===== config.mk =====
export PLATFORM = sky130hd
export DESIGN_NAME = show_sel_scan
export DESIGN_NICKNAME = d
export VERILOG_FILES = /design/src/rtl/show_sel_scan_pkg.sv /design/src/rtl/show_sel_scan_tick_gen.sv /design/src/rtl/show_sel_scan.sv
export SDC_FILE = /design/constraint.sdc
export NUM_CORES = 1
export LEC_CHECK = 0
export ABC_AREA = 1
export BUFFER_PORTS_ARGS = -buffer_cell sky130_fd_sc_hd__buf_2
export CORE_MARGIN = 5
export CORE_UTILIZATION = 47
export DETAILED_ROUTE_END_ITERATION = 7
export PLACE_DENSITY = 0.76
export SLEW_MARGIN = 20
export SYNTH_ARGS = -nofsm -noshare
export SYNTH_HDL_FRONTEND = slang
export SYNTH_HIERARCHICAL = 1
export SYNTH_SLANG_ARGS = --single-unit

===== constraint.sdc =====
create_clock -name clk -period 1.9 [get_ports clk]
set_clock_uncertainty 0.1 [all_clocks]
set_input_delay 0.095 -clock clk [delete_from_list [all_inputs] [get_ports clk]]
set_output_delay 0.095 -clock clk [all_outputs]
set_load 0.1 [all_outputs]

===== src/rtl/show_sel_scan_pkg.sv =====
// Shared definitions for the scanned multi-source 7-segment display:
// FSM encodings, display codes, mode indices and a width helper.
package show_sel_scan_pkg;

    typedef enum logic {
        ST_SHOW   = 1'b0,
        ST_BANNER = 1'b1
    } state_e;

    localparam logic [3:0] BLANK_CODE = 4'd15;
    localparam logic [3:0] LABEL_L    = 4'd12;
    localparam logic [3:0] LABEL_V    = 4'd10;

    localparam int unsigned MODE_CLOCK = 0;
    localparam int unsigned MODE_DATE  = 1;
    localparam int unsigned MODE_ALARM = 2;

    // Mode select width: never narrower than one bit.
    function automatic int unsigned mode_width(input int unsigned num_src);
        return (num_src > 1) ? $clog2(num_src) : 1;
    endfunction

endpackage


===== src/rtl/show_sel_scan_tick_gen.sv =====
// Free-running prescaler: counts 0..DIV-1 and pulses tick_o for the one
// cycle in which the count has just wrapped back to 0.
module tick_gen #(
    parameter int unsigned DIV = 50000
) (
    input  logic clk,
    input  logic rst,
    output logic tick_o
);

    localparam int unsigned CW = (DIV > 1) ? $clog2(DIV) : 1;
    localparam logic [CW-1:0] LAST = CW'(DIV - 1);

    logic [CW-1:0] cnt_q;
    logic [CW-1:0] cnt_d;
    logic          tick_q;
    logic          tick_d;

    always_comb begin
        cnt_d  = cnt_q + CW'(1);
        tick_d = 1'b0;
        if (cnt_q == LAST) begin
            cnt_d  = '0;
            tick_d = 1'b1;
        end
    end

    always_ff @(posedge clk) begin
        if (rst) begin
            cnt_q  <= '0;
            tick_q <= 1'b0;
        end else begin
            cnt_q  <= cnt_d;
            tick_q <= tick_d;
        end
    end

    assign tick_o = tick_q;

endmodule


===== src/rtl/show_sel_scan.sv =====
// Multiplexed 7-segment driver: selects one of NUM_SRC frames, shows a
// per-mode banner after each mode change, blinks masked digits, scans digits.
module show_sel_scan
    import show_sel_scan_pkg::*;
#(
    parameter int unsigned NUM_DIGITS   = 4,
    parameter int unsigned NUM_SRC      = 3,
    parameter int unsigned SCAN_DIV     = 50000,
    parameter int unsigned BANNER_TICKS = 4000,
    parameter int unsigned BLINK_DIV    = 250
) (
    input  logic                              clk,
    input  logic                              rst,
    input  logic [mode_width(NUM_SRC)-1:0]    mode,
    input  logic [NUM_SRC*NUM_DIGITS*4-1:0]   src_bcd,
    input  logic [NUM_SRC*NUM_DIGITS*4-1:0]   banner_bcd,
    input  logic [NUM_DIGITS-1:0]             blink_mask,
    output logic [NUM_DIGITS*4-1:0]           disp_bcd,
    output logic [NUM_DIGITS-1:0]             digit_en,
    output logic [3:0]                        digit_bcd,
    output logic                              banner_active
);

    localparam int unsigned MW = mode_width(NUM_SRC);
    localparam int unsigned FW = NUM_DIGITS * 4;
    localparam int unsigned SW = $clog2(NUM_DIGITS);
    localparam int unsigned BW = $clog2(BANNER_TICKS + 1);
    localparam int unsigned KW = (BLINK_DIV > 1) ? $clog2(BLINK_DIV) : 1;

    logic          scan_tick;

    state_e        state_q;
    state_e        state_d;
    logic [MW-1:0] mode_q;
    logic [MW-1:0] mode_d;
    logic [BW-1:0] bcnt_q;
    logic [BW-1:0] bcnt_d;
    logic          blink_q;
    logic          blink_d;
    logic [KW-1:0] bdiv_q;
    logic [KW-1:0] bdiv_d;
    logic [SW-1:0] scan_q;
    logic [SW-1:0] scan_d;
    logic [NUM_DIGITS-1:0] digit_en_q;
    logic [NUM_DIGITS-1:0] digit_en_d;
    logic [3:0]    digit_bcd_q;
    logic [3:0]    digit_bcd_d;
    logic [FW-1:0] disp_q;
    logic [FW-1:0] disp_d;

    logic          mode_valid;
    logic          mode_chg;
    logic [FW-1:0] src_sel;
    logic [FW-1:0] ban_sel;

    tick_gen #(
        .DIV (SCAN_DIV)
    ) u_tick (
        .clk    (clk),
        .rst    (rst),
        .tick_o (scan_tick)
    );

    assign mode_valid = (32'(mode) < NUM_SRC);
    assign mode_chg   = mode_valid && (mode != mode_q);

    // Frame selection by source index; out-of-range modes see an all-blank frame.
    always_comb begin
        src_sel = {NUM_DIGITS{BLANK_CODE}};
        ban_sel = {NUM_DIGITS{BLANK_CODE}};
        for (int unsigned s = 0; s < NUM_SRC; s++) begin
            if (32'(mode) == s) begin
                src_sel = src_bcd[s*FW +: FW];
                ban_sel = banner_bcd[s*FW +: FW];
            end
        end
    end

    // Banner FSM: a fresh valid mode always reloads the hold count.
    always_comb begin
        state_d = state_q;
        bcnt_d  = bcnt_q;
        mode_d  = mode;
        if (!mode_valid) begin
            state_d = ST_SHOW;
            bcnt_d  = '0;
        end else if (mode_chg) begin
            state_d = ST_BANNER;
            bcnt_d  = BW'(BANNER_TICKS);
        end else if ((state_q == ST_BANNER) && scan_tick) begin
            bcnt_d = bcnt_q - BW'(1);
            if (bcnt_q == BW'(1)) begin
                state_d = ST_SHOW;
            end
        end
    end

    // Blink phase runs in every state so it stays continuous across banners.
    always_comb begin
        blink_d = blink_q;
        bdiv_d  = bdiv_q;
        if (scan_tick) begin
            if (bdiv_q == KW'(BLINK_DIV - 1)) begin
                bdiv_d  = '0;
                blink_d = ~blink_q;
            end else begin
                bdiv_d = bdiv_q + KW'(1);
            end
        end
    end

    always_comb begin
        disp_d = src_sel;
        if (!mode_valid) begin
            disp_d = {NUM_DIGITS{BLANK_CODE}};
        end else if (state_d == ST_BANNER) begin
            disp_d = ban_sel;
        end else if (blink_q) begin
            for (int unsigned d = 0; d < NUM_DIGITS; d++) begin
                if (blink_mask[d]) begin
                    disp_d[d*4 +: 4] = BLANK_CODE;
                end
            end
        end
    end

    // Digit scan: the enabled digit shows the frame as registered at the tick.
    always_comb begin
        scan_d      = scan_q;
        digit_en_d  = digit_en_q;
        digit_bcd_d = digit_bcd_q;
        if (scan_tick) begin
            scan_d     = (scan_q == SW'(NUM_DIGITS - 1)) ? '0 : scan_q + SW'(1);
            digit_en_d = '0;
            for (int unsigned d = 0; d < NUM_DIGITS; d++) begin
                if (scan_d == SW'(d)) begin
                    digit_en_d[d] = 1'b1;
                    digit_bcd_d   = disp_q[d*4 +: 4];
                end
            end
        end
    end

    always_ff @(posedge clk) begin
        if (rst) begin
            state_q     <= ST_SHOW;
            mode_q      <= '0;
            bcnt_q      <= '0;
            blink_q     <= 1'b0;
            bdiv_q      <= '0;
            scan_q      <= '0;
            digit_en_q  <= NUM_DIGITS'(1);
            digit_bcd_q <= BLANK_CODE;
            disp_q      <= {NUM_DIGITS{BLANK_CODE}};
        end else begin
            state_q     <= state_d;
            mode_q      <= mode_d;
            bcnt_q      <= bcnt_d;
            blink_q     <= blink_d;
            bdiv_q      <= bdiv_d;
            scan_q      <= scan_d;
            digit_en_q  <= digit_en_d;
            digit_bcd_q <= digit_bcd_d;
            disp_q      <= disp_d;
        end
    end

    assign disp_bcd      = disp_q;
    assign digit_en      = digit_en_q;
    assign digit_bcd     = digit_bcd_q;
    assign banner_active = (state_q == ST_BANNER);

endmodule


# ---- After elaboration in Yosys (flattened, before gate mapping)
# Cells that the tools add are included.
dict set report classes {
  add_sub_neg 4
  magnitude_cmp 1
  eq_ne 10
  muxes 29
  n_bitwise 2
  n_reduce_logical 11
}
# operator n
set ops {}
lappend ops {{$mux W16} 8}
lappend ops {{$mux W4} 8}
lappend ops {{$mux W12} 2}
lappend ops {{$add A16 B1 Y16 const B} 1}
lappend ops {{$eq A16 B16 Y1 const B} 1}
lappend ops {{$eq A12 B1 Y1 const B} 1}
lappend ops {{$sub A12 B1 Y12 const B} 1}
lappend ops {{$mux W1} 9}
lappend ops {{$add A8 B1 Y8 const B} 1}
lappend ops {{$eq A2 B2 Y1 const B} 4}
lappend ops {{$eq A8 B8 Y1 const B} 1}
lappend ops {{$mux W8} 1}
lappend ops {{$eq A2 B1 Y1 const B} 2}
lappend ops {{$logic_not A2 Y1} 2}
lappend ops {{$reduce_and A2 Y1} 2}
lappend ops {{$reduce_bool A4 Y1} 1}
lappend ops {{$reduce_or A2 Y1} 2}
lappend ops {{$reduce_or A3 Y1} 1}
lappend ops {{$add A2 B1 Y2 const B} 1}
lappend ops {{$logic_and A1 B1 Y1} 2}
lappend ops {{$lt A2 B2 Y1 const B} 1}
lappend ops {{$mux W2} 1}
lappend ops {{$ne A2 B2 Y1} 1}
lappend ops {{$not A1 Y1} 2}
lappend ops {{$reduce_bool A2 Y1} 1}
dict set report totals {
  reg_bits 67
  inputBits 104
  output_inout_bits 25
  elab_cells 69
}

# ---- Logic depth before layout (Yosys ltp)
dict set report logic_depth {
  word_depth 7
  ltp_mapped 11
  depth_no_buf 11
}

# ---- Cells and area by module
# Netlist, hierarchy kept.
# mod instances cells_each area_per_inst_um2 seq_area_each_um2
set modules_own_cells {}
lappend modules_own_cells {show_sel_scan 1 455 2959.1 1001.0}
lappend modules_own_cells {tick_gen 1 134 928.4 340.3}

# ---- Least setup slack after synthesis
# Ideal clock, no wire load.
dict set report synth_path {
  kind {register to register}
  startpoint {reg state_q (netlist: banner_active)}
  endpoint {reg bcnt_q[10]}
  setup_ns 0.109
  t_arrival_ns 1.924
  required_ns 1.691
  path_slack_ns -0.233
  path_stages_with_launch 10
  n_path_buf 0
  period_less_slack_ns 2.133
  cell_sequence {dfxtp_1 -> nand2_2 -> nor2_1 -> nand2_1 -> nor2_2 -> nand3_1 -> nand2_1 -> nand3_1 -> nand2_1 -> inv_1}
}
dict set report synth_via {
  elab_chain_cells 2
}
# item line_no
set synth_lines {}
lappend synth_lines {{start, declared} show_sel_scan.sv:32} ;# state_e state_q;
lappend synth_lines {{start signal, assigned} show_sel_scan.sv:156} ;# state_q <= state_d;
lappend synth_lines {{$logic_and A1 B1 Y1} show_sel_scan.sv:90} ;# end else if ((state_q == ST_BANNER) && scan_tick) begin
lappend synth_lines {{$reduce_bool A2 Y1 (no source line)} --}
lappend synth_lines {{end signal, assigned} show_sel_scan.sv:158} ;# bcnt_q <= bcnt_d;
lappend synth_lines {{end, declared} show_sel_scan.sv:36} ;# logic [BW-1:0] bcnt_q;
# Every way passes these cells.
# A chain may end at the register's enable or synchronous reset.

# ---- Worst setup path after layout
dict set report layout_path {
  startpoint {in mode[0]}
  endpoint {reg disp_q[13] (netlist: disp_bcd[13])}
}
dict set report layout_via {
  elab_chain_cells 7
  elab_cells_between_ends 19
  classes_between {order compare (1); eq/ne (3); mux (11); bitwise (1); reduce/logical (3)}
}
# item line_no
set layout_lines {}
lappend layout_lines {{start, declared} show_sel_scan.sv:14} ;# input logic [mode_width(NUM_SRC)-1:0] mode,
lappend layout_lines {{$logic_not A2 Y1} show_sel_scan.sv:72} ;# if (32'(mode) == s) begin
lappend layout_lines {{$mux W16 (3 in series)} show_sel_scan.sv:72}
lappend layout_lines {{$mux W4} show_sel_scan.sv:120} ;# if (blink_mask[d]) begin
lappend layout_lines {{$mux W16} show_sel_scan.sv:118} ;# end else if (blink_q) begin
lappend layout_lines {{$mux W16} show_sel_scan.sv:116} ;# end else if (state_d == ST_BANNER) begin
lappend layout_lines {{end signal, assigned} show_sel_scan.sv:154} ;# disp_q <= {NUM_DIGITS{BLANK_CODE}};
lappend layout_lines {{end signal, assigned} show_sel_scan.sv:164} ;# disp_q <= disp_d;
lappend layout_lines {{end, declared} show_sel_scan.sv:48} ;# logic [FW-1:0] disp_q;
# Parallel ways exist; a longest one is shown, timed or not.

==> flow_results.xml <==
<?xml version="1.0" encoding="UTF-8"?>
<metrics>
  <group name="synth">
    <metric name="post_synth_and_or_nand_nor_area_fraction" unit="%">37.4</metric>
    <metric name="synth_area_per_cell" unit="um2">6.60</metric>
    <metric name="synthAdderAreaFrac" unit="%">3.22</metric>
    <metric name="combinational_family_with_the_most_area_after_synthesis" unit="">simple AND/OR/NAND/NOR gates</metric>
    <metric name="asyncSetResetFlopFracSynth" unit="%">0</metric>
    <metric name="synth_area" unit="um2">3890</metric>
    <metric name="synth.area.top_cells" unit="">sky130_fd_sc_hd__dfxtp_1 35%, sky130_fd_sc_hd__nand2_1 14%, sky130_fd_sc_hd__nand3_1 7.3%</metric>
    <metric name="netlist-cell-type-count" unit="">33</metric>
    <metric name="synthesis_warnings" unit="">6</metric>
    <metric name="netlist.area_leader.share" unit="%">34.5</metric>
    <metric name="synth-edff-count" unit="">0</metric>
    <metric name="synth_flop_cell" unit="">sky130_fd_sc_hd__dfxtp_1</metric>
    <metric name="syn_inst_count" unit="">589</metric>
    <metric name="post_synth_mux_area_share" unit="%">0</metric>
    <metric name="synth.net_count" unit="">703</metric>
    <metric name="yosysSeqAreaShare" unit="%">34.5</metric>
    <metric name="yosys.area.top_type" unit="">sky130_fd_sc_hd__dfxtp_1</metric>
    <metric name="post_synth_xor_area_fraction" unit="%">1.35</metric>
    <metric name="synth_compound_gate_area_share" unit="%">14.6</metric>
    <metric name="synth-seq-cells" unit="">67</metric>
  </group>
  <group name="finish">
    <metric name="share_of_layout_cells_above_drive_strength_1" unit="%">25.3</metric>
    <metric name="number_of_nets_in_the_layout" unit="">856</metric>
    <metric name="antennaDiodeCount" unit="">0</metric>
    <metric name="finish.cell_count_without_fillers" unit="">852</metric>
    <metric name="synthToLayoutAreaGrowth" unit="%">29.8</metric>
  </group>
  <group name="floorplan">
    <metric name="die_width" unit="um">101</metric>
    <metric name="floorplan.rows" unit="">33</metric>
    <metric name="dieHeight" unit="um">101</metric>
    <metric name="core_region_area" unit="um2">8130</metric>
    <metric name="initial_utilization" unit="%">47.8</metric>
    <metric name="io_pins" unit="">129</metric>
    <metric name="fp.dieArea" unit="um2">10200</metric>
  </group>
  <group name="worst_setup_path">
    <metric name="reg2regPathDepth" unit="">5</metric>
    <metric name="critical_path_source_type" unit="">primary input</metric>
    <metric name="critPathMostFrequentCell" unit="">sky130_fd_sc_hd__nand2_1</metric>
    <metric name="worst_ep_required_time" unit="ps">2050</metric>
    <metric name="timing.critical_path.to" unit="">disp_bcd[13]</metric>
    <metric name="cp_cell_sequence" unit="">clkbuf_4, inv_2, nand2_1, clkinvlp_4, nand2_1, nand3_1, dlygate4sd3_1, a21oi_1, nand2_1</metric>
    <metric name="worst-r2r-setup-slack" unit="ps">210</metric>
    <metric name="slowest_delay" unit="ps">560</metric>
    <metric name="critPathSlowestCell" unit="">sky130_fd_sc_hd__dlygate4sd3_1</metric>
    <metric name="critical_path_peak_fanout" unit="">26</metric>
    <metric name="worstReg2RegStart" unit="">blink_q</metric>
    <metric name="worst_reg2reg_endpoint" unit="">disp_bcd[12]</metric>
    <metric name="critPathLaunch" unit="">mode[0]</metric>
    <metric name="critPathKind" unit="">primary input to flop</metric>
    <metric name="cp_data_arrival_time" unit="ps">1920</metric>
    <metric name="endpoint_kind" unit="">flop</metric>
  </group>
  <group name="cts">
    <metric name="clk_latency" unit="ps">350</metric>
    <metric name="htree_levels" unit="">3</metric>
    <metric name="cts_tree" unit="">yes</metric>
    <metric name="clock_tree.root_cell" unit="">sky130_fd_sc_hd__clkbuf_8</metric>
    <metric name="clock_tree.buffer_depth" unit="">2</metric>
    <metric name="path_clk_slew" unit="ps">70</metric>
    <metric name="clock-sinks" unit="">67</metric>
    <metric name="cts_buffers" unit="">9</metric>
  </group>
  <group name="timing">
    <metric name="fmax" unit="GHz">0.565</metric>
    <metric name="maxSlewViolCount" unit="">0</metric>
    <metric name="worstMarginPinSlew" unit="ps">502</metric>
    <metric name="grt_setup_unrepaired" unit="">no</metric>
    <metric name="max-slew-margin-rel" unit="%">66.8</metric>
    <metric name="fin_ws" unit="ps">129</metric>
    <metric name="min_period_over_period" unit="%">93.2</metric>
    <metric name="finalCriticalPeriod" unit="ps">1770</metric>
    <metric name="finalHoldViolations" unit="">0</metric>
    <metric name="setup_tns" unit="ps">0</metric>
    <metric name="setup_viol_count_final" unit="">0</metric>
  </group>
  <group name="placed_design">
    <metric name="dpl.hpwl" unit="um">9030</metric>
    <metric name="numPortBuffers" unit="">128</metric>
    <metric name="detailedPlace.worstSlack" unit="ps">222</metric>
    <metric name="placed_cells" unit="">811</metric>
    <metric name="routabilityCongestion" unit="">0.953</metric>
  </group>
  <group name="routing">
    <metric name="drt_first_pass_iters" unit="">5</metric>
    <metric name="final_antenna_net_count" unit="">0</metric>
    <metric name="avgViaCountPerCell" unit="">5.30</metric>
    <metric name="routed-via-count" unit="">4516</metric>
    <metric name="initial_drt_markers" unit="">221</metric>
    <metric name="routed_wire_length_per_instance" unit="um">13.9</metric>
    <metric name="remaining_drc_errors" unit="">0</metric>
    <metric name="detail_route.wirelength" unit="um">11800</metric>
  </group>
  <group name="global_routing">
    <metric name="global_route_wire_length_before_repair" unit="um">19000</metric>
    <metric name="gr-usage-all-layers" unit="%">23.2</metric>
    <metric name="first_global_vias" unit="">4373</metric>
    <metric name="antenna_found_initial" unit="">0</metric>
    <metric name="largest_net_degree_at_the_start_of_global_routing" unit="">27</metric>
    <metric name="global_route.overflow_total" unit="">0</metric>
  </group>
  <group name="power">
    <metric name="power_leakage" unit="nW">2.24</metric>
    <metric name="power_per_cell_area" unit="nW/um2">694</metric>
    <metric name="power.total" unit="W">0.00350</metric>
    <metric name="ir_worst_vdd" unit="mV">0.299</metric>
  </group>
  <group name="run">
    <metric name="cap_viol_max_count" unit="">0</metric>
  </group>
  <group name="status">
    <metric name="outcome" unit="">completed</metric>
  </group>
  <group name="worst_hold_path">
    <metric name="min-delay-path-class" unit="">primary input to flop</metric>
  </group>
</metrics>
-- worst max-delay path, delay by kind of cell --
| kind | cells | cell delay (ps) |
|---|---|---|
| AO/OA/AOI/OAI | 1 | 160 |
| buffers and inverters | 4 | 1220 |
| AND/OR/NAND/NOR | 4 | 440 |
-- what timing repair did --
| action | 4_1_cts | 5_1_grt |
|---|---|---|
| gates resized for setup | 0 | 3 |
| endpoints found under the hold margin | 19 | 0 |
| endpoints found under the setup margin | 0 | 4 |
| buffers inserted | 0 | 0 |
| hold buffers | 24 | 0 |
-- synth_stat cells (3+ instances only) --
cell type,n
sky130_fd_sc_hd__nand2_1,148
sky130_fd_sc_hd__nor2_1,72
sky130_fd_sc_hd__dfxtp_1,67
sky130_fd_sc_hd__nand3_1,57
sky130_fd_sc_hd__inv_1,54
sky130_fd_sc_hd__a21oi_1,39
sky130_fd_sc_hd__o21ai_0,37
sky130_fd_sc_hd__nand4_1,15
sky130_fd_sc_hd__nor2_2,13
sky130_fd_sc_hd__ha_1,10
sky130_fd_sc_hd__o211ai_1,10
sky130_fd_sc_hd__clkbuf_1,7
sky130_fd_sc_hd__nand2_2,6
sky130_fd_sc_hd__nor3_1,6
sky130_fd_sc_hd__buf_2,5
sky130_fd_sc_hd__buf_4,5
sky130_fd_sc_hd__o22ai_1,5
sky130_fd_sc_hd__a221oi_1,4
sky130_fd_sc_hd__xor2_1,4
sky130_fd_sc_hd__a21oi_2,3
sky130_fd_sc_hd__inv_2,3
sky130_fd_sc_hd__nand2_4,3
-- worst min-delay path by stage --
stage               slack (ps)           start       endpoint  cells after the start
floorplan                   70             rst  u_tick/tick_o                      1
global placement           320  banner_bcd[45]   disp_bcd[13]                      5
detailed placement         330  banner_bcd[47]   disp_bcd[15]                      5
CTS                          2  banner_bcd[35]    disp_bcd[3]                      5
global route                40     src_bcd[32]    disp_bcd[0]                      5
finish                      10  banner_bcd[41]    disp_bcd[9]                      5
-- layout by cell type, fill, tap and decap left out, types with 2 or more instances in the layout --
| master | instances |
|---|---|
| sky130_fd_sc_hd__nand3_1 | 57 |
| sky130_fd_sc_hd__inv_1 | 53 |
| sky130_fd_sc_hd__dlygate4sd3_1 | 24 |
| sky130_fd_sc_hd__nand4_1 | 15 |
| sky130_fd_sc_hd__ha_1 | 10 |
| sky130_fd_sc_hd__o21ai_0 | 37 |
| sky130_fd_sc_hd__nand2_2 | 6 |
| sky130_fd_sc_hd__nor2_1 | 71 |
| sky130_fd_sc_hd__o211ai_1 | 10 |
| sky130_fd_sc_hd__a21oi_1 | 39 |
| sky130_fd_sc_hd__inv_2 | 3 |
| sky130_fd_sc_hd__buf_4 | 9 |
| sky130_fd_sc_hd__dfxtp_1 | 66 |
| sky130_fd_sc_hd__buf_2 | 127 |
| sky130_fd_sc_hd__a21oi_2 | 3 |
| sky130_fd_sc_hd__clkinv_2 | 3 |
| sky130_fd_sc_hd__nor2_2 | 14 |
| sky130_fd_sc_hd__a221oi_1 | 4 |
| sky130_fd_sc_hd__clkbuf_8 | 10 |
| sky130_fd_sc_hd__nand2_4 | 3 |
| sky130_fd_sc_hd__nand2_1 | 148 |
| sky130_fd_sc_hd__nor3b_1 | 2 |
| sky130_fd_sc_hd__xor2_1 | 4 |
| sky130_fd_sc_hd__or2_2 | 2 |
| sky130_fd_sc_hd__nor3_1 | 6 |
| sky130_fd_sc_hd__clkinvlp_4 | 2 |
| sky130_fd_sc_hd__nor2_4 | 2 |
| sky130_fd_sc_hd__xnor2_1 | 2 |
| sky130_fd_sc_hd__o22ai_1 | 5 |
-- routing by layer --
layer	global-route usage (%)	up-vias	wire length [um]
li1	-	2237	-
met1	26.1	2004	4610
met2	39.6	221	5730
met3	5.47	54	861
met4	14.0	0	608
met5	0	-	0
-- state kept, by name, indices dropped and copies added, names as in the netlist --
signal,cells
banner_active,1
bcnt_q,12
bdiv_q,8
blink_q,1
digit_bcd,4
digit_en,4
disp_bcd,16
mode_q,2
scan_q,2
u_tick/cnt_q,16
u_tick/tick_o,1
-- logic make-up after synthesis --
logic type | after synthesis
AOI/OAI and AO/OA | 101
xor gates and xnor gates | 6
adders and majority gates | 10
buffers and inverters | 77
DFF | 67
and+or+nand+nor | 328
-- metrics by stage --
stage | utilization [%] | hold WS, ps | instance area, um2
CTS | 61.9 | 2.12 | 5030
detailed placement | 56.5 | 325 | 4600
floorplan | - | 67.3 | 3890
finish | 62.0 | 11.2 | 5040
global route | 62.0 | 36.9 | 5040
global placement | 56.5 | 318 | 4600
-- final cells by class --
| type | count | area [um2] |
|---|---|---|
| multi-input combinational | 445 | 2200 |
| sequential | 67 | 1340 |
| clock inverter | 5 | 52.6 |
| timing repair buffer | 161 | 951 |
| inverter | 57 | 218 |
| timing repair inverter | 1 | 5.00 |
| tap | 105 | 131 |
| fill | 718 | 3090 |
| clock buffer | 11 | 141 |
-- power by group --
part | internal, W | switching [W]
sequential | 0.00146 | 0.0000449
combinational | 0.000256 | 0.000545
clock | 0.000635 | 0.000563
Power figures use the tool's default switching activity.
